$ cat config.mk
export PLATFORM = sky130hd
export DESIGN_NAME = row_packer
export DESIGN_NICKNAME = d
export VERILOG_FILES = /design/src/rtl/row_packer.sv
export SDC_FILE = /design/constraint.sdc
export NUM_CORES = 2
export LEC_CHECK = 0
export ABC_AREA = 0
export CAP_MARGIN = 20
export CELL_PAD_IN_SITES_DETAIL_PLACEMENT = 1
export CELL_PAD_IN_SITES_GLOBAL_PLACEMENT = 1
export CORE_ASPECT_RATIO = 1.2
export CORE_UTILIZATION = 44
export DETAILED_ROUTE_END_ITERATION = 16
export PLACE_DENSITY_LB_ADDON = 0.1
export SLEW_MARGIN = 20
export SYNTH_ARGS = -nofsm -noshare
export SYNTH_HDL_FRONTEND = slang
export SYNTH_SLANG_ARGS = --single-unit
$ cat constraint.sdc
create_clock -name clk -period 10.85 [get_ports clk]
set_input_delay 2.17 -clock clk [delete_from_list [all_inputs] [get_ports clk]]
set_output_delay 2.17 -clock clk [all_outputs]
set_load 0.02 [all_outputs]
$ cat src/rtl/row_packer.sv
// rtl/row_packer.sv - packs a 1-bit-per-pixel beat stream into full image rows for the frame buffer
// Rows are assembled separately from row_data so the next row can start while a write is strobed.
module row_packer #(
  parameter int ROW_W    = 640,
  parameter int IN_W     = 8,
  parameter int NUM_ROWS = 480,
  parameter int BEATS    = ROW_W / IN_W,
  parameter int BEAT_CW  = 7,
  parameter int ROW_CW   = 9
) (
  input  logic              clk,
  input  logic              rst,
  input  logic [IN_W-1:0]   in_data,
  input  logic              in_valid,
  input  logic              in_sof,
  output logic              in_ready,
  input  logic              ram_full,
  output logic [ROW_W-1:0]  row_data,
  output logic              row_wr_en,
  output logic [ROW_CW-1:0] row_count,
  output logic              frame_done,
  output logic              sof_err
);

  typedef enum logic [1:0] {IDLE, PACK, DONE} state_t;

  state_t             state;
  logic [BEAT_CW-1:0] beat_cnt;
  logic [ROW_W-1:0]   assembly;
  logic               accept;

  assign in_ready = !ram_full && (state != DONE);
  assign accept   = in_valid && in_ready;

  always_ff @(posedge clk) begin
    if (rst) begin
      state      <= IDLE;
      beat_cnt   <= '0;
      assembly   <= '0;
      row_data   <= '0;
      row_wr_en  <= 1'b0;
      row_count  <= '0;
      frame_done <= 1'b0;
      sof_err    <= 1'b0;
    end else begin
      row_wr_en <= 1'b0;
      sof_err   <= 1'b0;
      case (state)
        IDLE: begin
          if (accept && in_sof) begin
            assembly[IN_W-1:0] <= in_data;
            beat_cnt           <= BEAT_CW'(1);
            state              <= PACK;
          end
        end
        PACK: begin
          if (accept) begin
            if (in_sof) begin
              // Resync: a write strobed this cycle belongs to the new count.
              assembly[IN_W-1:0] <= in_data;
              beat_cnt           <= BEAT_CW'(1);
              row_count          <= row_wr_en ? ROW_CW'(1) : '0;
              sof_err            <= (beat_cnt != '0) || (row_count != '0);
            end else begin
              assembly[beat_cnt*IN_W +: IN_W] <= in_data;
              if (beat_cnt == BEAT_CW'(BEATS-1)) begin
                beat_cnt  <= '0;
                row_data  <= {in_data, assembly[ROW_W-IN_W-1:0]};
                row_wr_en <= 1'b1;
                row_count <= row_count + ROW_CW'(1);
                if (row_count == ROW_CW'(NUM_ROWS-1)) begin
                  state      <= DONE;
                  frame_done <= 1'b1;
                end
              end else begin
                beat_cnt <= beat_cnt + BEAT_CW'(1);
              end
            end
          end
        end
        default: ;
      endcase
    end
  end

endmodule

Word-level counts from Yosys, hierarchy flattened
Index checks and enable logic that the tools add are counted.
{ "word_totals": {"latch_bits": 0, "elab_cells": 64, "mem_bits_rw": 0, "output_inout_bits": 653, "inputBits": 13, "n_memories": 0, "romBits": 0, "ff_bits": 1301} }
{ "op_classes": {"n_lt_le_gt_ge": 0, "eq_ne": 9, "div": 0, "n_mux": 20, "add_sub_neg": 3, "n_reduce_logical": 18, "shifts": 2, "n_mul": 0, "bitwise": 3} }
{ "op_table": {"columns": ["cell", "count"], "rows": [
  ["640-bit bitwise mux", 1],
  ["8-bit by 34-bit variable shift with 640-bit output, first input constant", 1],
  ["8-bit by 34-bit variable part select with 640-bit output", 1],
  ["10-bit negation with 34-bit output", 1],
  ["7-bit two-way mux", 4],
  ["8-bit two-way mux", 3],
  ["9-bit two-way mux", 2],
  ["8-bit one-hot mux with 2 select lines", 1],
  ["7-bit one-hot mux with 2 select lines", 1],
  ["2-bit inequality test, second input constant", 6],
  ["2-bit two-way mux", 5],
  ["9-bit by 1-bit adder with 9-bit output, second input constant", 1],
  ["9-bit equality test, second input constant", 1],
  ["3-bit AND reduction", 3],
  ["9-bit nonzero test", 1],
  ["4-bit OR reduction", 2],
  ["7-bit by 1-bit adder with 7-bit output, second input constant", 1],
  ["7-bit equality test, second input constant", 1],
  ["7-bit nonzero test", 1],
  ["6-bit AND reduction", 1],
  ["5-bit AND reduction", 1],
  ["2-bit one-hot mux with 2 select lines", 1],
  ["4-bit AND reduction", 1],
  ["2-bit nonzero test", 2],
  ["other kinds (7)", 12]
]} }

Depth between registers and ports, before layout
{ "logic_depth": {"ltp_word": 6, "ltp_mapped": 16} }

Worst setup path before layout
OpenSTA, ideal clock, no wires.
{ "synth_timing": {"kind": "input port to output port", "startpoint": "input port ram_full", "endpoint": "output port in_ready", "stages": 1, "t_arrival_ps": 2544, "slack_ps": 6136, "required_ps": 8680, "path_cell_list": "a21oi_1"} }
{ "synth_via": {"elab_chain_cells": 2} }
{ "synth_lines": {"columns": ["item", "line_no", "source"], "rows": [
  ["from (decl)", "17", "input logic ram_full,"],
  ["1-bit logical NOT", "32", "assign in_ready = !ram_full && (state != DONE);"],
  ["1-bit logical AND", "32", null],
  ["to (decl)", "16", "output logic in_ready,"]
]} }
No other way between the ends.

Final worst setup path
Same ends and word-level chain as after synthesis.

==> impl_metrics.csv <==
group,metric,value,unit
cells_and_area,nNetsFinal,6149,
placement,place.gp.congestion,0.959,
route,dr.first_iter.drc_count,3385,
sta,slew-limit-headroom,0.175,
clocking,cts_buffers,135,
sta,max_freq,177,MHz
sta,worst_pin_slew,1.24,ns
clocking,cts-htree-levels,4,
route,ant_nets,0,
clocking,ctsResizeCount,0,
global_routing,grt_max_degree,205,
yosys,netlist-cell-type-count,67,
clocking,cts_tree,"built",
cells_and_area,final_common_cell,"nand2_1",
worst_setup_path,start_kind,"primary input",
yosys,avgSynthCellArea,8.45,µm²
global_routing,antenna_found_initial,3,
worst_setup_path,crit_type,"in2out",
yosys,ys_ff_latch,1293,
sta,clock_skew,0.0228,ns
sta,maxSlewViolCount,0,
placement,dp_slack,4.96,ns
worst_setup_path,r2r_end,"assembly[255]",
route,wl_per_cell,27.1,µm
sta,finalCriticalPeriod,5.66,ns
clocking,cts.root.buffer_cell,"clkbuf_16",
yosys,syn-num-nets,5682,
cells_and_area,final_cell_mix,"nand2_1, dfxtp_1, a21oi_1",
clocking,clk_latency,0.76,ns
worst_hold_path,whs_endpoint,"row_data[182]",
worst_setup_path,timing.rr.start,"beat_cnt[0]",
route,drc,0,
clocking,hold_buffers,0,
yosys,yosysWarnings,0,
power,vdd_ir_drop_max,0.150,mV
cells_and_area,drive_above_1_share,0.0612,
floorplanning,fp-row-count,132,
sta,setup_ws,5.19,ns
sta,setup_viol,0,
worst_hold_path,hp-class,"reg2reg",
sta,fin_crit_sh,0.522,
global_routing,grt_pass1_vias,44600,
placement,dpl.hpwl,140,mm
route,vias,44300,
yosys,synth_ff_type,"dfxtp_1",
yosys,synth_area,0.0479,mm²
floorplanning,io-pin-count,666,
floorplanning,core,0.108,mm²
global_routing,grt_usage,0.365,
yosys,ys_seq_area_frac,0.541,
clocking,cts_setup_buffers,0,
clocking,clock_sinks,1293,
yosys,synth_compound_area_frac,0.139,
worst_hold_path,holdPathStages,2,
worst_setup_path,reg2reg_depth,11,
floorplanning,die_h,363,µm
placement,port_buffers,665,
worst_setup_path,worst-path-max-fanout,3,
yosys,synth-simple-area-share,0.199,
sta,timing.setup.tns,0,ns
worst_setup_path,worstPathArrival,3.49,ns
yosys,synth_top_family_by_area,"simple AND/OR/NAND/NOR gates",
floorplanning,initial_core_util,0.444,
power,leakagePower,21.5,nW
sta,rsz0062_at_grt,"false",
floorplanning,dieWidth,303,µm
cells_and_area,syn_to_final_growth,25.5,%
clocking,clk_pin_slew,0.06,ns
route,wl,207,mm
run,drv_cap,0,
yosys,synth_cells,5664,
worst_hold_path,hold_path_startpoint,"assembly[182]",
global_routing,grt_pass1_wl,298,mm
yosys,synth_edf_count,0,
route,routed_via_density,5.80,
worst_setup_path,r2r_slack,5.25,ns
sta,hold_violations,0,
yosys,synthXorXnorAreaFrac,0.00329,
clocking,cts_max_path_buffers,3,
yosys,synthAdderAreaFrac,0.00131,
worst_setup_path,cp.required,8.68,ns
yosys,synth.area.mux_share,0.0807,
yosys,synthArstFlopShare,0,
power,power_density,163,mW/mm²
worst_setup_path,endpoint_kind,"primary output",
global_routing,grt-ovfl-total,0,
route,dr.pass1.iters,5,
floorplanning,die-area,0.110,mm²
outcome,outcome,"finished clean",
-- where the power goes --
part           switching (mW)  internal, mW  total [mW]
combinational           0.272        0.0444       0.317
sequential            0.00338          4.75        4.75
clock                    1.99          2.76        4.75
total                    2.27          7.55        9.82
-- how the worst max path moves through the flow --
stage / startpoint / end / slack (ns) / cells after the start
after detailed placement: ram_full / row_data[50] / 4.96 / 8
after global placement: in_sof / assembly[380] / 5.02 / 6
after global routing: beat_cnt[0] / assembly[255] / 5.12 / 11
after floorplan: ram_full / in_ready / 6.14 / 1
after CTS: ram_full / in_ready / 5.22 / 3
final: ram_full / in_ready / 5.19 / 3
-- cells in the mapped netlist, drive strengths merged (2+ instances only) --
cell type | number | area, µm²
or3b | 3 | 26.3
nor4b | 4 | 35.0
a2111oi | 3 | 51.3
o21ai | 223 | 1120
clkbuf | 416 | 1560
buf | 21 | 91.3
mux2i | 385 | 3850
and3 | 15 | 93.8
nor2 | 71 | 272
nand4bb | 2 | 22.5
nand2b | 11 | 68.8
nor2b | 18 | 113
a21o | 2 | 15.0
o211ai | 171 | 1280
nand3 | 128 | 681
xnor2 | 15 | 131
nor3b | 3 | 22.5
a211oi | 6 | 50.1
and2 | 12 | 75.1
nand2 | 1891 | 7110
or2 | 6 | 37.5
a311oi | 2 | 17.5
or3 | 13 | 81.3
xor2 | 3 | 26.3
o2111ai | 2 | 17.5
dfxtp | 1293 | 25900
inv | 14 | 52.6
o22a | 2 | 17.5
a21oi | 713 | 3570
a311o | 7 | 70.1
nand4 | 77 | 482
a31o | 14 | 123
o22ai | 2 | 12.5
or4 | 8 | 60.1
ha | 5 | 62.6
nor4 | 20 | 131
o32ai | 3 | 26.3
o31ai | 28 | 210
nor3 | 38 | 195
-- layout make-up --
class | instances | area (µm²)
repair buffers | 767 | 7480
fillers | 12500 | 47700
well taps | 1407 | 1760
diodes | 2 | 5.00
flip-flops and latches | 1293 | 25900
clock buffers | 196 | 3900
inverters | 14 | 60.1
clock inverters | 38 | 539
multi-input cells | 3920 | 20500
-- sequential cells by signal, indices dropped and copies added (netlist names) --
signal	count
row_data	640
assembly	632
row_count	9
beat_cnt	7
state	2
frame_done	1
row_wr_en	1
sof_err	1
-- per-layer routing --
layer / part of all wire / up-vias / track usage
met5: 0.000053 / - / 0
met4: 0.062 / 2 / 0.211
met3: 0.078 / 509 / 0.0803
met2: 0.47 / 1782 / 0.601
met1: 0.39 / 22000 / 0.437
li1: - / 20000 / -
-- through the flow --
stage,hold slack (ns),utilization,cell area [µm²],total power [mW],cells
2_1_floorplan,0.427,-,47900,5.01,5664
3_3_place_gp,0.438,0.516,55600,5.16,7400
3_5_place_dp,0.443,0.516,55600,5.16,7400
4_1_cts,0.451,0.557,60100,9.83,7634
5_1_grt,0.463,0.557,60100,10.0,7635
6_report,0.446,0.557,60100,9.82,7637
-- kinds of logic after synthesis --
family          after synthesis
simple gates               2325
flops                      1293
compound gates             1186
fa+ha+maj                     5
buf+inv                     451
xor+xnor                     18
mux                         386
-- worst max-delay path, cell delays in order --
cell             delay (ns)
clkdlybuf4s50_1        0.48
a21oi_1                0.20
clkdlybuf4s50_1        0.64
(Power assumes the default switching activity.)
